`config.mk`:
```
export PLATFORM = sky130hd
export DESIGN_NAME = seg7_scan_driver
export DESIGN_NICKNAME = d
export VERILOG_FILES = /design/src/rtl/seg7_pkg.sv /design/src/rtl/seg7_decode.sv /design/src/rtl/seg7_scan_driver.sv
export SDC_FILE = /design/constraint.sdc
export NUM_CORES = 1
export LEC_CHECK = 0
export CAP_MARGIN = 20
export CELL_PAD_IN_SITES_DETAIL_PLACEMENT = 2
export CELL_PAD_IN_SITES_GLOBAL_PLACEMENT = 2
export CORE_AREA = 5 5 91 93
export DETAILED_ROUTE_END_ITERATION = 10
export DIE_AREA = 0 0 96 98
export PLACE_DENSITY = 0.66
export RECOVER_POWER = 100
export SYNTH_ARGS = -nofsm -noshare
export SYNTH_HDL_FRONTEND = slang
export SYNTH_SLANG_ARGS = --single-unit
```
`constraint.sdc`:
```
create_clock -name clk -period 2.8 [get_ports clk]
set_clock_uncertainty 0.2 [all_clocks]
set_input_delay 0.7 -clock clk [delete_from_list [all_inputs] [get_ports clk]]
set_output_delay 0.7 -clock clk [all_outputs]
set_load 0.005 [all_outputs]
```
`src/rtl/seg7_pkg.sv`:
```
// Shared definitions for the multiplexed 7-segment scanner: segment patterns
// in {dp,g,f,e,d,c,b,a} order and the display mode encoding.
package seg7_pkg;

  typedef enum logic [1:0] {
    MODE_NORMAL = 2'b00,
    MODE_BLANK  = 2'b01,
    MODE_LAMP   = 2'b10,
    MODE_NOLZ   = 2'b11
  } mode_e;

  localparam logic [7:0] SEG_0    = 8'h3F;
  localparam logic [7:0] SEG_1    = 8'h06;
  localparam logic [7:0] SEG_2    = 8'h5B;
  localparam logic [7:0] SEG_3    = 8'h4F;
  localparam logic [7:0] SEG_4    = 8'h66;
  localparam logic [7:0] SEG_5    = 8'h6D;
  localparam logic [7:0] SEG_6    = 8'h7D;
  localparam logic [7:0] SEG_7    = 8'h07;
  localparam logic [7:0] SEG_8    = 8'h7F;
  localparam logic [7:0] SEG_9    = 8'h6F;
  localparam logic [7:0] SEG_DASH = 8'h40;
  localparam logic [7:0] SEG_ALL  = 8'hFF;

endpackage

```
`src/rtl/seg7_decode.sv`:
```
// BCD + decimal point to active-high segment pattern; non-BCD codes show a dash.
// blank suppresses the seven segments but keeps the decimal point.
module seg7_decode
  import seg7_pkg::*;
(
  input  logic [3:0] digit,
  input  logic       dp,
  input  logic       blank,
  output logic [7:0] pattern
);

  logic [7:0] glyph;

  always_comb begin
    glyph = SEG_DASH;
    case (digit)
      4'd0: glyph = SEG_0;
      4'd1: glyph = SEG_1;
      4'd2: glyph = SEG_2;
      4'd3: glyph = SEG_3;
      4'd4: glyph = SEG_4;
      4'd5: glyph = SEG_5;
      4'd6: glyph = SEG_6;
      4'd7: glyph = SEG_7;
      4'd8: glyph = SEG_8;
      4'd9: glyph = SEG_9;
      default: glyph = SEG_DASH;
    endcase
    pattern = {dp, blank ? 7'd0 : glyph[6:0]};
  end

endmodule

```
`src/rtl/seg7_scan_driver.sv`:
```
// N-digit multiplexed 7-segment scanner with tear-free shadow digits,
// leading-zero blanking, dead-time between slots and runtime pad polarity.
module seg7_scan_driver
  import seg7_pkg::*;
#(
  parameter int NUM_DIGITS = 2,
  parameter int PRESCALE   = 1000,
  parameter int DEAD       = 2,
  parameter bit BLANK_LZ   = 1'b1
) (
  input  logic                    clk,
  input  logic                    rst,
  input  logic [4*NUM_DIGITS-1:0] digits_in,
  input  logic [NUM_DIGITS-1:0]   dp_in,
  input  logic                    load,
  output logic                    pending,
  input  logic [1:0]              mode,
  input  logic                    seg_pol,
  input  logic                    com_pol,
  output logic [7:0]              seg_out,
  output logic [NUM_DIGITS-1:0]   com_out,
  output logic [NUM_DIGITS-1:0]   com_oe,
  output logic                    frame_tick
);

  localparam int CNT_W = $clog2(PRESCALE);
  localparam int IDX_W = (NUM_DIGITS > 1) ? $clog2(NUM_DIGITS) : 1;
  localparam logic [CNT_W-1:0] CNT_MAX = CNT_W'(PRESCALE - 1);
  localparam logic [CNT_W-1:0] CNT_DEAD = CNT_W'(DEAD);
  localparam logic [IDX_W-1:0] IDX_MAX = IDX_W'(NUM_DIGITS - 1);

  logic [NUM_DIGITS-1:0][3:0] dig_in_v;
  assign dig_in_v = digits_in;

  logic [CNT_W-1:0]            cnt_q, cnt_d;
  logic [IDX_W-1:0]            idx_q, idx_d;
  logic [NUM_DIGITS-1:0][3:0]  pend_q, pend_d, shad_q, shad_d;
  logic [NUM_DIGITS-1:0]       pend_dp_q, pend_dp_d, shad_dp_q, shad_dp_d;
  logic                        pending_q, pending_d;
  logic [7:0]                  lit_q, lit_d;
  logic [NUM_DIGITS-1:0]       com_act_q, com_act_d;
  logic                        frame_tick_q, frame_tick_d;

  logic                  wrap, boundary, hi_zero, blank_cur;
  logic [NUM_DIGITS-1:0] lz_blank;
  logic [7:0]            pattern;
  mode_e                 mode_v;

  assign mode_v = mode_e'(mode);

  seg7_decode u_decode (
    .digit   (shad_q[idx_q]),
    .dp      (shad_dp_q[idx_q]),
    .blank   (blank_cur),
    .pattern (pattern)
  );

  always_comb begin
    wrap     = (cnt_q == CNT_MAX);
    boundary = wrap && (idx_q == IDX_MAX);
    cnt_d    = wrap ? '0 : cnt_q + 1'b1;
    idx_d    = idx_q;
    if (wrap) idx_d = (idx_q == IDX_MAX) ? '0 : idx_q + 1'b1;

    pend_d    = pend_q;
    pend_dp_d = pend_dp_q;
    pending_d = pending_q;
    shad_d    = shad_q;
    shad_dp_d = shad_dp_q;
    if (load) begin
      pend_d    = dig_in_v;
      pend_dp_d = dp_in;
      pending_d = 1'b1;
    end
    // Shadow only moves on the frame boundary so a frame is never torn.
    if (boundary) begin
      if (load) begin
        shad_d    = dig_in_v;
        shad_dp_d = dp_in;
        pending_d = 1'b0;
      end else if (pending_q) begin
        shad_d    = pend_q;
        shad_dp_d = pend_dp_q;
        pending_d = 1'b0;
      end
    end

    hi_zero  = 1'b1;
    lz_blank = '0;
    for (int i = NUM_DIGITS - 1; i >= 0; i--) begin
      hi_zero     = hi_zero && (shad_q[i] == 4'd0);
      lz_blank[i] = (i != 0) && hi_zero;
    end
    blank_cur = BLANK_LZ && (mode_v == MODE_NORMAL) && lz_blank[idx_q];

    case (mode_v)
      MODE_BLANK: lit_d = '0;
      MODE_LAMP:  lit_d = SEG_ALL;
      default:    lit_d = pattern;
    endcase

    com_act_d = '0;
    if ((cnt_q >= CNT_DEAD) && (mode_v != MODE_BLANK)) com_act_d[idx_q] = 1'b1;

    frame_tick_d = (cnt_q == '0) && (idx_q == '0);
  end

  always_ff @(posedge clk or posedge rst) begin
    if (rst) begin
      cnt_q        <= '0;
      idx_q        <= '0;
      pend_q       <= '0;
      pend_dp_q    <= '0;
      pending_q    <= 1'b0;
      shad_q       <= '0;
      shad_dp_q    <= '0;
      lit_q        <= '0;
      com_act_q    <= '0;
      frame_tick_q <= 1'b0;
    end else begin
      cnt_q        <= cnt_d;
      idx_q        <= idx_d;
      pend_q       <= pend_d;
      pend_dp_q    <= pend_dp_d;
      pending_q    <= pending_d;
      shad_q       <= shad_d;
      shad_dp_q    <= shad_dp_d;
      lit_q        <= lit_d;
      com_act_q    <= com_act_d;
      frame_tick_q <= frame_tick_d;
    end
  end

  assign seg_out    = seg_pol ? lit_q : ~lit_q;
  assign pending    = pending_q;
  assign frame_tick = frame_tick_q;
  assign com_oe     = '1;

  for (genvar g = 0; g < NUM_DIGITS; g++) begin : g_com
    assign com_out[g] = com_act_q[g] ? com_pol : ~com_pol;
  end

endmodule

```
==> results by group <==
Run status
  – Status: completed

Timing
  – Final hold vios: 0
  – Slew headroom: 0.278
  – WHS: approximately 0.29 ns
  – Setup ws final: around 0.046 ns
  – Setup violators final: 0
  – Worst Tran Pin Value: 1.08 ns
  – Unrepaired setup endpoints after global routing: false
  – Period minus WS final: 2.75 ns
  – Slew Limit Fails: 0
  – Final Cycle Share: 0.983
  – F_max: about 360 MHz

Worst setup path
  – CP startpoint kind: primary input
  – Worst path top cell family by delay: buffers and inverters
  – R2R depth: 5
  – Crit path DAT: around 1.9 ns
  – Required @ worst endpoint: approximately 1.9 ns
  – Most used cell, CP: clkdlybuf4s50_1
  – Crit Reg-Reg Startpoint: idx_q
  – Setup crit start: com_pol
  – Worst path depth: 3
  – Crit-path cells: clkdlybuf4s50_1 -> xnor2_1 -> clkdlybuf4s50_1
  – Reg2reg setup slack: roughly 0.49 ns
  – Bufs and invs on worst path: 2
  – Crit-path max cell delay: just over 0.5 ns
  – Crit path capture: com_out[1]
  – CP Class: in -> out
  – CP Capture Type: primary output
  – CP max stage cell: clkdlybuf4s50_1
  – Crit path max fanout: 2
  – Reg-to-Reg End: lit_q[4]

Layout
  – Fraction of layout cells with a size suffix above 1: 0.0791
  – FF/Latch Area: between 0.001 and 0.0015 mm²
  – Post-route cell area: ~0.0026 mm²
  – Synthesis-to-layout area growth: 20.9%
  – Antenna Diode Count: 0
  – Nets: approximately 240
  – Area of the multi-input gates: about 950 µm²
  – Fill cells: roughly 830
  – Non-Filler Instances: around 320

Yosys
  – Cell area after synthesis: approximately 0.0021 mm²
  – Synthesized flop and latch total: 43
  – Synth cell types: 37
  – Mean Syn Cell Area: about 12 µm²
  – Synth Instances: 180
  – Yosys warnings: 0
  – Sequential fraction of the synthesis area: 0.501

Pwr
  – Sequential share of power: 0.544
  – Leakage power: between 1 and 1.5 nW
  – PD cells: 464 mW/mm²
  – Total Power: approximately 0.0012 W
  – Sw Pwr: roughly 0.0003 W
  – Logic pwr share: 0.103
  – Clk pwr share: 0.353
  – Peak supply drop: ~190 µV
  – Switching share of power: 0.252
  – Internal: 0.000901 W

Global routing
  – Via count of the first global-routing pass: ~1500
  – Initial antenna violation count: 0
  – Global route overflow: 0
  – Largest net degree at the start of global routing: 44
  – Total track usage: 0.108
  – First-pass GRT wire length: about 8.0 mm

Floorplanning
  – Die Height: between 90 and 100 µm
  – Num rows: 32
  – Chip width: around 96 µm
  – Top-level port count: 31
  – Die area: 0.00941 mm²
  – Initial Utilization: 0.288
  – Core Box Area: around 0.0074 mm²

Detailed routing
  – Initial DRC count: 31
  – Final Routed Wirelength: between 4 and 5 mm
  – Drt first pass iters: 3
  – Drt via density: 4.45
  – Drt wl/cell: 14.2 µm
  – Remaining antenna violation count: 0
  – Via count: approximately 1400
  – Drt drc: 0

CTS
  – H-Tree Depth: 2
  – CTS Hold Bufs: 0
  – Clk slew on worst S/H paths: 0.10 ns
  – Maximum clock insertion buffer count: 2
  – Total CTS buffers: 5
  – Clock Sinks: between 40 and 50
  – Clk root buf: clkbuf_8
  – Worst skew pair latency: around 0.3 ns
  – CTS tree: built
  – Post-CTS setup buffers: 0

Min path
  – Worst hold path class: reg -> reg

Place
  – Place WS: -0.0966 ns
  – HPWL after DPL: roughly 3.3 mm
  – Global placer's final weighted congestion: ~0.75
  – Placed Area: between 0.002 and 0.003 mm²
  – Placed insts: about 310
  – Port buffer count: 28

Run
  – Max Cap Viol: 0
routing by layer:
layer | wire, µm | global-route usage | up-vias | part of all wire
met1 | 2300 | 0.152 | 691 | 0.51
met5 | 0 | 0 | - | 0
li1 | - | - | 686 | -
met3 | 138 | 0.0200 | 6 | 0.031
met2 | 1980 | 0.159 | 28 | 0.44
met4 | 88 | 0.0460 | 0 | 0.020
power groups by stage:
stage / Sequential (W) / Clock, W / Combinational (W)
6_report: 0.000655 / 0.000425 / 0.000124
5_1_grt: 0.000658 / 0.000480 / 0.000140
4_1_cts: 0.000656 / 0.000448 / 0.000136
3_5_place_dp: 0.000668 / 0 / 0.000148
3_3_place_gp: 0.000667 / 0 / 0.000145
2_1_floorplan: 0.000666 / 0 / 0.0000683
cell type report:
type,instances,share of cell area
Tap cell,102,0.0492
Timing Repair Buffer,33,0.120
Sequential cell,43,0.414
Clock inverter,3,0.0101
Multi-Input combinational cell,123,0.368
Clock buffer,5,0.0265
Inverter,8,0.0116
how the worst min path moves through the flow:
stage	startpoint	endpoint	cells after the start
2_1_floorplan	cnt_q[0]	cnt_q[0]	1
3_3_place_gp	cnt_q[0]	cnt_q[0]	1
3_5_place_dp	cnt_q[0]	cnt_q[0]	1
4_1_cts	cnt_q[0]	cnt_q[0]	1
5_1_grt	cnt_q[0]	cnt_q[0]	1
6_report	pend_dp_q[0]	pend_dp_q[0]	1
cells in the final DEF, fill, tap and decap left out, drive strengths merged:
cell,instances
dfrtp,43
mux2,23
clkdlybuf4s50,13
xnor2,12
nor2,11
ha,11
nand2,10
o21ai,10
inv,10
dlygate4sd2,8
clkbuf,8
a21oi,6
dlygate4sd3,6
mux2i,4
nand3,4
nor4,3
or3,3
nor3,3
xor2,3
a21o,2
a211oi,2
and2,2
conb,2
buf,2
nand4,1
nand2b,1
and3b,1
nor4bb,1
a31oi,1
nor2b,1
and2b,1
and4b,1
a21boi,1
o31ai,1
o32a,1
o41ai,1
clkinv,1
dlymetal6s2s,1
logic make-up (layout without fill, tap and decap cells):
family | after synthesis | in the layout | synth area share
other | 1 | 2 | 0.00175
buffers and inverters | 15 | 49 | 0.0332
DFF | 43 | 43 | 0.501
xor gates and xnor gates | 15 | 15 | 0.0612
AOI/OAI and AO/OA | 25 | 25 | 0.0699
adders and majority gates | 11 | 11 | 0.0641
muxes | 27 | 27 | 0.157
and+or+nand+nor | 43 | 43 | 0.112
per-stage QoR:
stage	util	TNS (ns)
floorplan	-	0
global placement	0.345	-0.560
detailed placement	0.345	-0.706
CTS	0.356	0
global route	0.349	0
finish	0.349	0
cells in the mapped netlist:
master | number | area [µm²]
a211oi_1 | 2 | 15.0
a21boi_0 | 1 | 7.51
a21o_1 | 2 | 15.0
a21oi_1 | 6 | 30.0
a31oi_1 | 1 | 6.26
and2_1 | 2 | 12.5
and2b_1 | 1 | 7.51
and3b_1 | 1 | 8.76
and4b_1 | 1 | 10.0
buf_1 | 1 | 3.75
buf_4 | 2 | 15.0
buf_6 | 1 | 11.3
clkbuf_1 | 3 | 11.3
conb_1 | 1 | 3.75
dfrtp_1 | 43 | 1080
ha_1 | 11 | 138
inv_1 | 8 | 30.0
mux2_2 | 13 | 146
mux2_4 | 10 | 150
mux2i_1 | 4 | 40.0
nand2_1 | 10 | 37.5
nand2b_1 | 1 | 6.26
nand3_1 | 4 | 20.0
nand4_2 | 1 | 12.5
nor2_1 | 11 | 41.3
nor2b_1 | 1 | 6.26
nor3_1 | 3 | 15.0
nor4_1 | 2 | 12.5
nor4_4 | 1 | 21.3
nor4bb_1 | 1 | 10.0
o21ai_0 | 10 | 50.1
o31ai_1 | 1 | 7.51
o32a_1 | 1 | 10.0
o41ai_1 | 1 | 8.76
or3_1 | 3 | 18.8
xnor2_1 | 12 | 105
xor2_1 | 3 | 26.3
repair_timing:
| item | in CTS | in global routing |
|---|---|---|
| endpoints found under the setup margin | 8 | 1 |
| endpoints found under the hold margin | 0 | 0 |
| gates resized for setup | 8 | 1 |
| cloned | 0 | 0 |
sequential cells by signal (all words and copies together), names as in the netlist, 2 cells and up:
register and count:
pend_q 8, shad_q 8, com_act_q 2, cnt_q 10, pend_dp_q 2, lit_q 8, shad_dp_q 2
Note: power is estimated with default switching activity, not from simulation.
